## src/rtl/uart_ctl_gen2.sv

```systemverilog
// uart_ctl_gen2: parametrised UART transceiver for the SPI-to-UART bridge.
// TX pulls words from the TX FIFO and serialises them; RX oversamples the
// line, majority-votes each bit and pushes completed words to the RX FIFO.
// Parity (none/even/odd) and stop count are latched per frame; error
// status bits are sticky until err_clr, and a set always beats a clear.
module uart_ctl_gen2 #(
    parameter int DATA_W = 16,
    parameter int DIV_W  = 16,
    parameter int OVS    = 16
) (
    input  logic              clk,
    input  logic              rst,
    output logic              tx,
    input  logic              rx,
    input  logic [DATA_W-1:0] tx_data,
    input  logic              tx_empty,
    output logic              tx_fifo_en,
    output logic [DATA_W-1:0] rx_data,
    input  logic              rx_full,
    output logic              rx_fifo_en,
    input  logic [DIV_W-1:0]  baud_divisor,
    input  logic [1:0]        parity_mode,
    input  logic              stop2,
    input  logic              err_clr,
    output logic              parity_err,
    output logic              frame_err,
    output logic              overrun_err,
    output logic              break_det,
    output logic              tx_busy,
    output logic              rx_busy
);

    localparam int OVS_W = $clog2(OVS);
    localparam int BIT_W = 5;
    localparam logic [OVS_W-1:0] CNT_LAST = OVS_W'(OVS - 1);
    localparam logic [OVS_W-1:0] CNT_MID  = OVS_W'(OVS / 2);
    localparam logic [OVS_W-1:0] CNT_MIDM = OVS_W'(OVS / 2 - 1);
    localparam logic [OVS_W-1:0] CNT_MIDP = OVS_W'(OVS / 2 + 1);
    localparam logic [BIT_W-1:0] BIT_LAST = BIT_W'(DATA_W - 1);

    // Parity bit that completes d to an even (odd=0) or odd (odd=1) count of ones.
    function automatic logic parity_of(input logic [DATA_W-1:0] d, input logic odd);
        return (^d) ^ odd;
    endfunction

    // Mode 11 is treated the same as no parity.
    function automatic logic parity_enabled(input logic [1:0] mode);
        return (mode == 2'b01) || (mode == 2'b10);
    endfunction

    // Two-out-of-three vote across the centre samples of a bit.
    function automatic logic maj3(input logic a, input logic b, input logic c);
        return (a & b) | (a & c) | (b & c);
    endfunction

    // ------------------------------------------------------------------
    // TX path
    // ------------------------------------------------------------------
    typedef enum logic [2:0] {
        TX_IDLE, TX_FETCH, TX_START, TX_DATA, TX_PARITY, TX_STOP
    } tx_state_t;

    tx_state_t         tx_state_r;
    logic              tx_r;
    logic              tx_fifo_en_r;
    logic              tx_busy_r;
    logic              tx_fetch_ph_r;
    logic [DATA_W-1:0] tx_shift_r;
    logic              tx_par_r;
    logic [1:0]        tx_pmode_r;
    logic              tx_stop2_r;
    logic              tx_stop_second_r;
    logic [DIV_W-1:0]  tx_div_r;
    logic [DIV_W-1:0]  tx_pre_r;
    logic [OVS_W-1:0]  tx_cnt_r;
    logic [BIT_W-1:0]  tx_bit_r;
    logic              tx_tick_s;
    logic              tx_bit_end_s;

    assign tx_tick_s    = (tx_pre_r == {DIV_W{1'b0}});
    assign tx_bit_end_s = tx_tick_s && (tx_cnt_r == CNT_LAST);

    // TX FSM: FIFO fetch (strobe, then one wait cycle for read data), then
    // start/data/parity/stop shifting with its own per-frame prescaler.
    always_ff @(posedge clk) begin
        if (rst) begin
            tx_state_r       <= TX_IDLE;
            tx_r             <= 1'b1;
            tx_fifo_en_r     <= 1'b0;
            tx_busy_r        <= 1'b0;
            tx_fetch_ph_r    <= 1'b0;
            tx_shift_r       <= {DATA_W{1'b0}};
            tx_par_r         <= 1'b0;
            tx_pmode_r       <= 2'b00;
            tx_stop2_r       <= 1'b0;
            tx_stop_second_r <= 1'b0;
            tx_div_r         <= {DIV_W{1'b0}};
            tx_pre_r         <= {DIV_W{1'b0}};
            tx_cnt_r         <= {OVS_W{1'b0}};
            tx_bit_r         <= {BIT_W{1'b0}};
        end else begin
            tx_fifo_en_r <= 1'b0;
            if (tx_state_r inside {TX_START, TX_DATA, TX_PARITY, TX_STOP}) begin
                if (tx_tick_s) begin
                    tx_pre_r <= tx_div_r;
                    tx_cnt_r <= (tx_cnt_r == CNT_LAST) ? {OVS_W{1'b0}} : tx_cnt_r + OVS_W'(1);
                end else begin
                    tx_pre_r <= tx_pre_r - DIV_W'(1);
                end
            end
            case (tx_state_r)
                TX_IDLE: begin
                    if (!tx_empty) begin
                        tx_fifo_en_r  <= 1'b1;
                        tx_fetch_ph_r <= 1'b0;
                        tx_busy_r     <= 1'b1;
                        tx_state_r    <= TX_FETCH;
                    end
                end
                TX_FETCH: begin
                    if (!tx_fetch_ph_r) begin
                        tx_fetch_ph_r <= 1'b1;
                    end else begin
                        tx_shift_r       <= tx_data;
                        tx_par_r         <= parity_of(tx_data, parity_mode == 2'b10);
                        tx_pmode_r       <= parity_mode;
                        tx_stop2_r       <= stop2;
                        tx_stop_second_r <= 1'b0;
                        tx_div_r         <= baud_divisor;
                        tx_pre_r         <= baud_divisor;
                        tx_cnt_r         <= {OVS_W{1'b0}};
                        tx_bit_r         <= {BIT_W{1'b0}};
                        tx_r             <= 1'b0;
                        tx_state_r       <= TX_START;
                    end
                end
                TX_START: begin
                    if (tx_bit_end_s) begin
                        tx_r       <= tx_shift_r[0];
                        tx_state_r <= TX_DATA;
                    end
                end
                TX_DATA: begin
                    if (tx_bit_end_s) begin
                        if (tx_bit_r == BIT_LAST) begin
                            if (parity_enabled(tx_pmode_r)) begin
                                tx_r       <= tx_par_r;
                                tx_state_r <= TX_PARITY;
                            end else begin
                                tx_r       <= 1'b1;
                                tx_state_r <= TX_STOP;
                            end
                        end else begin
                            tx_r       <= tx_shift_r[1];
                            tx_shift_r <= tx_shift_r >> 1;
                            tx_bit_r   <= tx_bit_r + BIT_W'(1);
                        end
                    end
                end
                TX_PARITY: begin
                    if (tx_bit_end_s) begin
                        tx_r       <= 1'b1;
                        tx_state_r <= TX_STOP;
                    end
                end
                TX_STOP: begin
                    if (tx_bit_end_s) begin
                        if (tx_stop2_r && !tx_stop_second_r) begin
                            tx_stop_second_r <= 1'b1;
                        end else if (!tx_empty) begin
                            tx_fifo_en_r  <= 1'b1;
                            tx_fetch_ph_r <= 1'b0;
                            tx_state_r    <= TX_FETCH;
                        end else begin
                            tx_busy_r  <= 1'b0;
                            tx_state_r <= TX_IDLE;
                        end
                    end
                end
                default: begin
                    tx_r       <= 1'b1;
                    tx_busy_r  <= 1'b0;
                    tx_state_r <= TX_IDLE;
                end
            endcase
        end
    end

    // ------------------------------------------------------------------
    // RX path
    // ------------------------------------------------------------------
    typedef enum logic [2:0] {
        RX_IDLE, RX_START, RX_DATA, RX_PARITY, RX_STOP
    } rx_state_t;

    logic              rx_meta_r;
    logic              rx_sync_r;
    logic              rx_prev_r;
    logic              rx_fall_s;

    // Two-flop synchroniser plus delayed copy for start-edge detection.
    always_ff @(posedge clk) begin
        if (rst) begin
            rx_meta_r <= 1'b1;
            rx_sync_r <= 1'b1;
            rx_prev_r <= 1'b1;
        end else begin
            rx_meta_r <= rx;
            rx_sync_r <= rx_meta_r;
            rx_prev_r <= rx_sync_r;
        end
    end

    assign rx_fall_s = rx_prev_r & ~rx_sync_r;

    rx_state_t         rx_state_r;
    logic              rx_busy_r;
    logic              rx_fifo_en_r;
    logic [DATA_W-1:0] rx_data_r;
    logic [DATA_W-1:0] rx_shift_r;
    logic              rx_par_bit_r;
    logic [1:0]        rx_pmode_r;
    logic [DIV_W-1:0]  rx_div_r;
    logic [DIV_W-1:0]  rx_pre_r;
    logic [OVS_W-1:0]  rx_cnt_r;
    logic [BIT_W-1:0]  rx_bit_r;
    logic              rx_s0_r;
    logic              rx_s1_r;
    logic              parity_err_r;
    logic              frame_err_r;
    logic              overrun_err_r;
    logic              break_det_r;
    logic              rx_tick_s;
    logic              rx_bit_end_s;
    logic              rx_vote_tick_s;
    logic              rx_vote_s;

    assign rx_tick_s      = (rx_pre_r == {DIV_W{1'b0}});
    assign rx_bit_end_s   = rx_tick_s && (rx_cnt_r == CNT_LAST);
    assign rx_vote_tick_s = rx_tick_s && (rx_cnt_r == CNT_MIDP);
    assign rx_vote_s      = maj3(rx_s0_r, rx_s1_r, rx_sync_r);

    // RX FSM: start validation, voted bit capture, stop-sample decision and
    // sticky status (clear is applied first so a same-cycle set wins).
    always_ff @(posedge clk) begin
        if (rst) begin
            rx_state_r    <= RX_IDLE;
            rx_busy_r     <= 1'b0;
            rx_fifo_en_r  <= 1'b0;
            rx_data_r     <= {DATA_W{1'b0}};
            rx_shift_r    <= {DATA_W{1'b0}};
            rx_par_bit_r  <= 1'b0;
            rx_pmode_r    <= 2'b00;
            rx_div_r      <= {DIV_W{1'b0}};
            rx_pre_r      <= {DIV_W{1'b0}};
            rx_cnt_r      <= {OVS_W{1'b0}};
            rx_bit_r      <= {BIT_W{1'b0}};
            rx_s0_r       <= 1'b1;
            rx_s1_r       <= 1'b1;
            parity_err_r  <= 1'b0;
            frame_err_r   <= 1'b0;
            overrun_err_r <= 1'b0;
            break_det_r   <= 1'b0;
        end else begin
            rx_fifo_en_r <= 1'b0;
            if (err_clr) begin
                parity_err_r  <= 1'b0;
                frame_err_r   <= 1'b0;
                overrun_err_r <= 1'b0;
                break_det_r   <= 1'b0;
            end
            if (rx_state_r != RX_IDLE) begin
                if (rx_tick_s) begin
                    rx_pre_r <= rx_div_r;
                    rx_cnt_r <= (rx_cnt_r == CNT_LAST) ? {OVS_W{1'b0}} : rx_cnt_r + OVS_W'(1);
                    if (rx_cnt_r == CNT_MIDM) begin
                        rx_s0_r <= rx_sync_r;
                    end
                    if (rx_cnt_r == CNT_MID) begin
                        rx_s1_r <= rx_sync_r;
                    end
                end else begin
                    rx_pre_r <= rx_pre_r - DIV_W'(1);
                end
            end
            case (rx_state_r)
                RX_IDLE: begin
                    if (rx_fall_s) begin
                        rx_div_r   <= baud_divisor;
                        rx_pre_r   <= baud_divisor;
                        rx_cnt_r   <= {OVS_W{1'b0}};
                        rx_bit_r   <= {BIT_W{1'b0}};
                        rx_pmode_r <= parity_mode;
                        rx_busy_r  <= 1'b1;
                        rx_state_r <= RX_START;
                    end
                end
                RX_START: begin
                    if (rx_tick_s && (rx_cnt_r == CNT_MID) && rx_sync_r) begin
                        rx_busy_r  <= 1'b0;
                        rx_state_r <= RX_IDLE;
                    end else if (rx_bit_end_s) begin
                        rx_state_r <= RX_DATA;
                    end
                end
                RX_DATA: begin
                    if (rx_vote_tick_s) begin
                        rx_shift_r <= {rx_vote_s, rx_shift_r[DATA_W-1:1]};
                    end
                    if (rx_bit_end_s) begin
                        if (rx_bit_r == BIT_LAST) begin
                            rx_state_r <= parity_enabled(rx_pmode_r) ? RX_PARITY : RX_STOP;
                        end else begin
                            rx_bit_r <= rx_bit_r + BIT_W'(1);
                        end
                    end
                end
                RX_PARITY: begin
                    if (rx_vote_tick_s) begin
                        rx_par_bit_r <= rx_vote_s;
                    end
                    if (rx_bit_end_s) begin
                        rx_state_r <= RX_STOP;
                    end
                end
                RX_STOP: begin
                    if (rx_vote_tick_s) begin
                        if (!rx_vote_s && (rx_shift_r == {DATA_W{1'b0}}) &&
                            !(parity_enabled(rx_pmode_r) && rx_par_bit_r)) begin
                            break_det_r <= 1'b1;
                            frame_err_r <= 1'b1;
                        end else if (!rx_vote_s) begin
                            frame_err_r <= 1'b1;
                        end else if (rx_full) begin
                            overrun_err_r <= 1'b1;
                        end else begin
                            rx_fifo_en_r <= 1'b1;
                            rx_data_r    <= rx_shift_r;
                            if (parity_enabled(rx_pmode_r) &&
                                (rx_par_bit_r != parity_of(rx_shift_r, rx_pmode_r == 2'b10))) begin
                                parity_err_r <= 1'b1;
                            end
                        end
                        rx_busy_r  <= 1'b0;
                        rx_state_r <= RX_IDLE;
                    end
                end
                default: begin
                    rx_busy_r  <= 1'b0;
                    rx_state_r <= RX_IDLE;
                end
            endcase
        end
    end

    assign tx          = tx_r;
    assign tx_fifo_en  = tx_fifo_en_r;
    assign tx_busy     = tx_busy_r;
    assign rx_fifo_en  = rx_fifo_en_r;
    assign rx_data     = rx_data_r;
    assign rx_busy     = rx_busy_r;
    assign parity_err  = parity_err_r;
    assign frame_err   = frame_err_r;
    assign overrun_err = overrun_err_r;
    assign break_det   = break_det_r;

endmodule

```

## config.mk

```make
export PLATFORM = sky130hd
export DESIGN_NAME = uart_ctl_gen2
export DESIGN_NICKNAME = d
export VERILOG_FILES = /design/src/rtl/uart_ctl_gen2.sv
export SDC_FILE = /design/constraint.sdc
export NUM_CORES = 1
export LEC_CHECK = 0
export CORE_MARGIN = 3
export CORE_UTILIZATION = 50
export CTS_CLUSTER_DIAMETER = 30
export CTS_CLUSTER_SIZE = 10
export DETAILED_ROUTE_END_ITERATION = 10
export PLACE_DENSITY = 0.8
export SLEW_MARGIN = 0
export SYNTH_ARGS = -nofsm -noshare
export SYNTH_HDL_FRONTEND = slang
export SYNTH_SLANG_ARGS = --single-unit
export TNS_END_PERCENT = 50
```

## constraint.sdc

```tcl
create_clock -name clk -period 2.6 [get_ports clk]
set_clock_uncertainty 0.2 [all_clocks]
set_input_delay 0.65 -clock clk [delete_from_list [all_inputs] [get_ports clk]]
set_output_delay 0.65 -clock clk [all_outputs]
set_load 0.02 [all_outputs]
```

Word level (Yosys, flattened, before mapping) --
Cells that the tools add are included.
Cells by class: add/sub/neg operators 6, equal/unequal tests 41, multiplexer cells 100, bitwise gates (word level) 17, reductions and logical operators 48
Operator list (count):
- $mux W16 | 11
- $logic_not A16 Y1 | 3
- $mux W3 | 16
- $mux W1 | 46
- $mux W4 | 10
- $ne A2 B2 Y1 const B | 16
- $pmux W16 S2 | 1
- $reduce_xor A16 Y1 | 2
- $sub A16 B1 Y16 const B | 2
- $mux W5 | 6
- $pmux W5 S2 | 2
- $pmux W3 S6 | 1
- $eq A4 B4 Y1 const B | 4
- $reduce_and A4 Y1 | 4
- $pmux W3 S5 | 1
- $reduce_and A5 Y1 | 3
- $eq A3 B2 Y1 const B | 4
- $add A5 B1 Y5 const B | 2
- $eq A5 B4 Y1 const B | 2
- $logic_and A1 B1 Y1 | 10
- $eq A3 B3 Y1 const B | 3
- $not A1 Y1 | 9
- $reduce_and A3 Y1 | 3
- $add A4 B1 Y4 const B | 2
- 26 further kinds | 49
Word-level totals: flip-flop bits (word level) 159, bits of input ports 41, output and inout bits 25, word-level logic and storage cells 246

Depth between registers and ports, before layout --
depth after elaboration 10, depth in mapped cells 11, gate-level depth less buffers 8

Worst setup path before layout --
OpenSTA, ideal clock, no wires.
path type register to register, from register tx_pre_r[0], to register tx_pre_r[14], library setup time 0.131 ns, arrival 2.484 ns, required time 2.269 ns, setup slack -0.215 ns, stages on the path, launching flop included 9, cells stage by stage dfxtp_1 inv_1 ha_1 or4b_2 or4_1 or4_1 o22a_1 o221ai_1 o21ai_0
Between the ends: cells in the longest elaborated chain, start to end 5
Ends and longest elaborated chain:
- from (decl) | line 74 | logic [DIV_W-1:0] tx_pre_r;
- from (signal assigned) | line 98 | tx_pre_r <= {DIV_W{1'b0}};
- from (signal assigned) | line 105 | tx_pre_r <= tx_div_r;
- from (signal assigned) | line 108 | tx_pre_r <= tx_pre_r - DIV_W'(1);
- $sub A16 B1 Y16 / $logic_not A16 Y1 (equally long branches) | line 108, 80
- $mux W16 (*) | line 104 | if (tx_tick_s) begin
- $mux W16 (*) | line 103 | if (tx_state_r inside {TX_START, TX_DATA, TX_PARITY, TX_STOP}) begin
- $mux W16 | line 121 | if (!tx_fetch_ph_r) begin
- $mux W16 (*) | line 111 | case (tx_state_r)
Mark *: on every way between the ends. The rest lies on a longest branch, timed or not. A chain may end at the register's enable or synchronous reset.

Final worst setup path --
from register rx_pre_r[12], to register parity_err_r, in the netlist parity_err
Between the ends: cells in the longest elaborated chain, start to end 4
Ends and longest elaborated chain:
- from (decl) | line 224 | logic [DIV_W-1:0] rx_pre_r;
- from (signal assigned) | line 255 | rx_pre_r <= {DIV_W{1'b0}};
- from (signal assigned) | line 274 | rx_pre_r <= rx_div_r;
- from (signal assigned) | line 283 | rx_pre_r <= rx_pre_r - DIV_W'(1);
- $logic_not A16 Y1 | line 238 | assign rx_tick_s = (rx_pre_r == {DIV_W{1'b0}});
- $logic_and A1 B1 Y1 | line 240 | assign rx_vote_tick_s = rx_tick_s && (rx_cnt_r == CNT_MIDP);
- $mux W1 | line 327 | if (rx_vote_tick_s) begin
- $mux W1 | line 286 | case (rx_state_r)
- to (signal assigned) | line 260 | parity_err_r <= 1'b0;
- to (signal assigned) | line 267 | parity_err_r <= 1'b0;
- to (signal assigned) | line 341 | parity_err_r <= 1'b1;
- to (decl) | line 229 | logic parity_err_r;
Every way passes these cells.

==> PnR_summary.wiki <==
{| class="wikitable"
! Metric !! Value
|-
| Run status || finished with violations
|-
| Violations in the final reports || setup timing
|-
| Post-route DRC || 0
|-
| Skew-Pair Late Insertion Delay || roughly 0.43 ns
|-
| ANT nets after route || 0
|-
| Number of hold buffers added after cts || 0
|-
| Placement Setup Slack || -0.126 ns
|-
| Total cell area at the placement stage || between 0.009 and 0.01 mm²
|-
| Clock slew at reported path FFs || 0.07 ns
|-
| Routed via count || 7589
|-
| Aggregate global routing overflow || 0
|-
| Reg-to-reg slack, setup || -0.03 ns
|-
| Wire length on met1 || 8970 µm
|-
| Crit-path max FO || 3
|-
| Arr. time, crit path || 2.79 ns
|-
| Total leakage power || between 0.003 and 0.004 µW
|-
| Fraction of final layout cells with drive strength greater than 1 || 14.4%
|-
| Routability congestion estimate || 0.917
|-
| Number of enable flip-flop cells after synthesis || 0
|-
| Number of placement rows || 45
|-
| Maximum count of clock buffers along a single path || 2
|-
| Number of filler instances in the final layout || ~1200
|-
| Critical register-to-register path startpoint || rx_pre_r[12]
|-
| Mean routed wirelength per cell || roughly 15 µm
|-
| Final HPWL DP || 13900 µm
|-
| VDD IR-drop max || 0.000630 V
|-
| Setup WS post-layout || -0.0327 ns
|-
| RSZ-0062 raised after global routing || true
|-
| Worst Hold Launch || rx_meta_r
|-
| Max-cap violations || 0
|-
| Initial core utilization || 51.7%
|-
| Clock period minus final worst setup slack || 2.63 ns
|-
| Total count of max-transition violations in the final report || 0
|-
| Io pins || 66
|-
| Crit path capture || parity_err
|-
| Area taken by multi-input logic gates || 0.00452 mm²
|-
| Slowest library cell on the worst path || sky130_fd_sc_hd__or4_4
|-
| Yosys top cell area share || about two fifths
|-
| Synth-to-layout area growth || 25.7%
|-
| Final number of hold-violating endpoints || 0
|-
| Classification of the worst-slack hold path || reg2reg
|-
| Cell breakdown of the critical path || or4_4, or3_4, nor4_4, nand3b_4, or3b_4, a21oi_2
|-
| Largest net degree at the start of global routing || 54
|-
| Startpoint types || flop
|-
| Post-Route WL || 20500 µm
|-
| 1st-iter DRT viols || about 700
|-
| Number of endpoints failing setup at the final stage || 3
|-
| Mean area per synthesized cell || 7.88 µm²
|-
| Sequential cell area fraction in the yosys report || 40.1%
|-
| Net Count, Synth || around 1100
|-
| Total Die Area || 0.0174 mm²
|-
| Initial DRT Pass Iterations || 5
|-
| Length of routed met2 wiring || 10000 µm
|-
| Share of synthesized flip-flops with an asynchronous set or reset || 0%
|-
| End of the worst register-to-register path || parity_err
|-
| Synth cell types || 71
|-
| Root Buffer Master || sky130_fd_sc_hd__clkbuf_16
|-
| Final net count || 1170
|-
| Ys flop type || sky130_fd_sc_hd__dfxtp_1
|-
| GRT Overall Usage || 23.1%
|-
| Global-route wire length before repair || 34300 µm
|-
| Number of levels in the clock H-tree || 4
|-
| Fin area || 0.00999 mm²
|-
| Number of global-route vias before repair || 7232
|-
| Chip Width || 132 µm
|-
| Cell with the most instances after synthesis || sky130_fd_sc_hd__nand2_1
|-
| Slew at the pin closest to its max-slew limit || 0.607 ns
|-
| Total number of yosys warnings || 0
|-
| Layout Utilization || 65.0%
|-
| Relative slew margins || 59.5%
|-
| Sequential Area || 0.00319 mm²
|-
| First element of the critical path || rx_pre_r[12]
|-
| Leading area contributor after synthesis || sky130_fd_sc_hd__dfxtp_1
|-
| Initial antenna violation count || 0
|-
| Number of antenna repair diodes || 0
|-
| Max frequency || 0.380 GHz
|-
| Number of buffers inserted during clock tree synthesis || 17
|-
| Top post-synthesis cells by area || sky130_fd_sc_hd__dfxtp_1, sky130_fd_sc_hd__nand2_1, sky130_fd_sc_hd__a21oi_1
|-
| Crit. End Element || flop
|-
| Setup Total Neg Slack || -0.0517 ns
|-
| Classification of the worst setup path || reg2reg
|-
| Top metal layer carrying routed signals || met4
|-
| Core ar. || 0.0154 mm²
|-
| CTS tree || done
|-
| Port buffer count || 65
|-
| Synthesized instance count || 1009
|-
| Vias/cell || 5.71
|-
| Delay of the slowest cell on the worst path || 0.55 ns
|-
| Commonest cells in the synthesized netlist || sky130_fd_sc_hd__nand2_1, sky130_fd_sc_hd__dfxtp_1, sky130_fd_sc_hd__a21oi_1
|-
| Die extent in y || 132 µm
|-
| Final critical-path share of the clock period || 101%
|-
| Met3 WL post-DR || 1120 µm
|-
| Critical path required time || between 2 and 3 ns
|-
| Flops & latches, synth || 159
|-
| P per Cell Area || 890 mW/mm²
|-
| R2R cell count || 6
|-
| Post-synthesis instance area || 0.00795 mm²
|-
| Sinks on the clock net || 159
|}
[cell families (layout without fill, tap and decap cells)]
family | after synthesis | in the layout | share of synthesized area [%]
AND/OR/NAND/NOR | 417 | 417 | 24.4
adder cells (fa/ha/maj) | 24 | 24 | 3.75
multiplexers | 28 | 28 | 3.57
flip-flops | 159 | 159 | 40.1
buffers and inverters | 101 | 211 | 4.98
XOR/XNOR | 33 | 33 | 3.81
AO/OA/AOI/OAI | 247 | 247 | 19.5
[critical path, delay by kind of cell, from the launching register on]
family             cells  cell delay, ns
AOI/OAI and AO/OA      1            0.18
and+or+nand+nor        5            1.86
DFF                    1            0.32
[routing by layer]
metal | track usage [%] | vias to the layer above
met1 | 29.2 | 3563
met4 | 7.00 | 0
met3 | 4.16 | 42
met5 | 0 | -
li1 | - | 3729
met2 | 40.1 | 255
[layout by cell type, fill, tap and decap left out, drive strengths merged, types with 8 or more instances in the layout]
cell type        n
and3             8
mux2i           25
dfxtp          159
nor2            92
xnor2           26
inv             48
o21ai           36
ha              23
nand2          199
nor4             8
a21oi          111
nor3            23
clkdlybuf4s50   64
a211oi          23
buf             74
or3             18
nand3           16
nand2b          13
clkbuf          17
[layout make-up]
cell class	instances	share of cell area, %
multi-input combinational	749	45.3
inverter	41	1.54
clock inverter	15	1.72
tap	211	2.64
sequential	159	31.9
timing repair buffer	138	12.6
clock buffer	17	4.26
[worst min-delay path by stage]
| stage | end | slack (ns) | cells after the start |
|---|---|---|---|
| global placement | rx_sync_r | 0.20 | 1 |
| detailed placement | rx_sync_r | 0.21 | 1 |
| floorplan | rx_sync_r | 0.19 | 1 |
| CTS | rx_sync_r | 0.23 | 1 |
| global route | tx_div_r[12] | 0.27 | 2 |
| finish | rx_sync_r | 0.23 | 1 |
[sequential cells by signal, summed over array words and instances (netlist names), 2 cells and up]
signal / cells
tx_shift_r: 16
rx_state_r: 3
rx_shift_r: 16
rx_data: 16
tx_cnt_r: 4
rx_pmode_r: 2
rx_div_r: 16
tx_state_r: 3
tx_pre_r: 16
rx_cnt_r: 4
rx_pre_r: 16
tx_div_r: 16
tx_pmode_r: 2
rx_bit_r: 5
tx_bit_r: 5
[stage by stage]
stage | instances | total power, µW | hold slack (ns)
after CTS | 1325 | 8750 | 0.229
after global routing | 1330 | 9380 | 0.273
final | 1330 | 8890 | 0.226
after detailed placement | 1292 | 6110 | 0.210
after global placement | 1292 | 6050 | 0.195
after floorplan | 1009 | 4980 | 0.189
[report_power, final]
group | switching (µW) | internal, µW | total (µW)
Sequential | 179 | 2650 | 2830
Combinational | 1900 | 1640 | 3540
Clock | 1150 | 1370 | 2520
[what timing repair did]
item,in CTS,in global routing
resized for setup,14,22
setup endpoints to repair,35,60
pin swaps,0,11
setup buffers,1,5
cloned,0,0
Power figures use the tool's default switching activity.
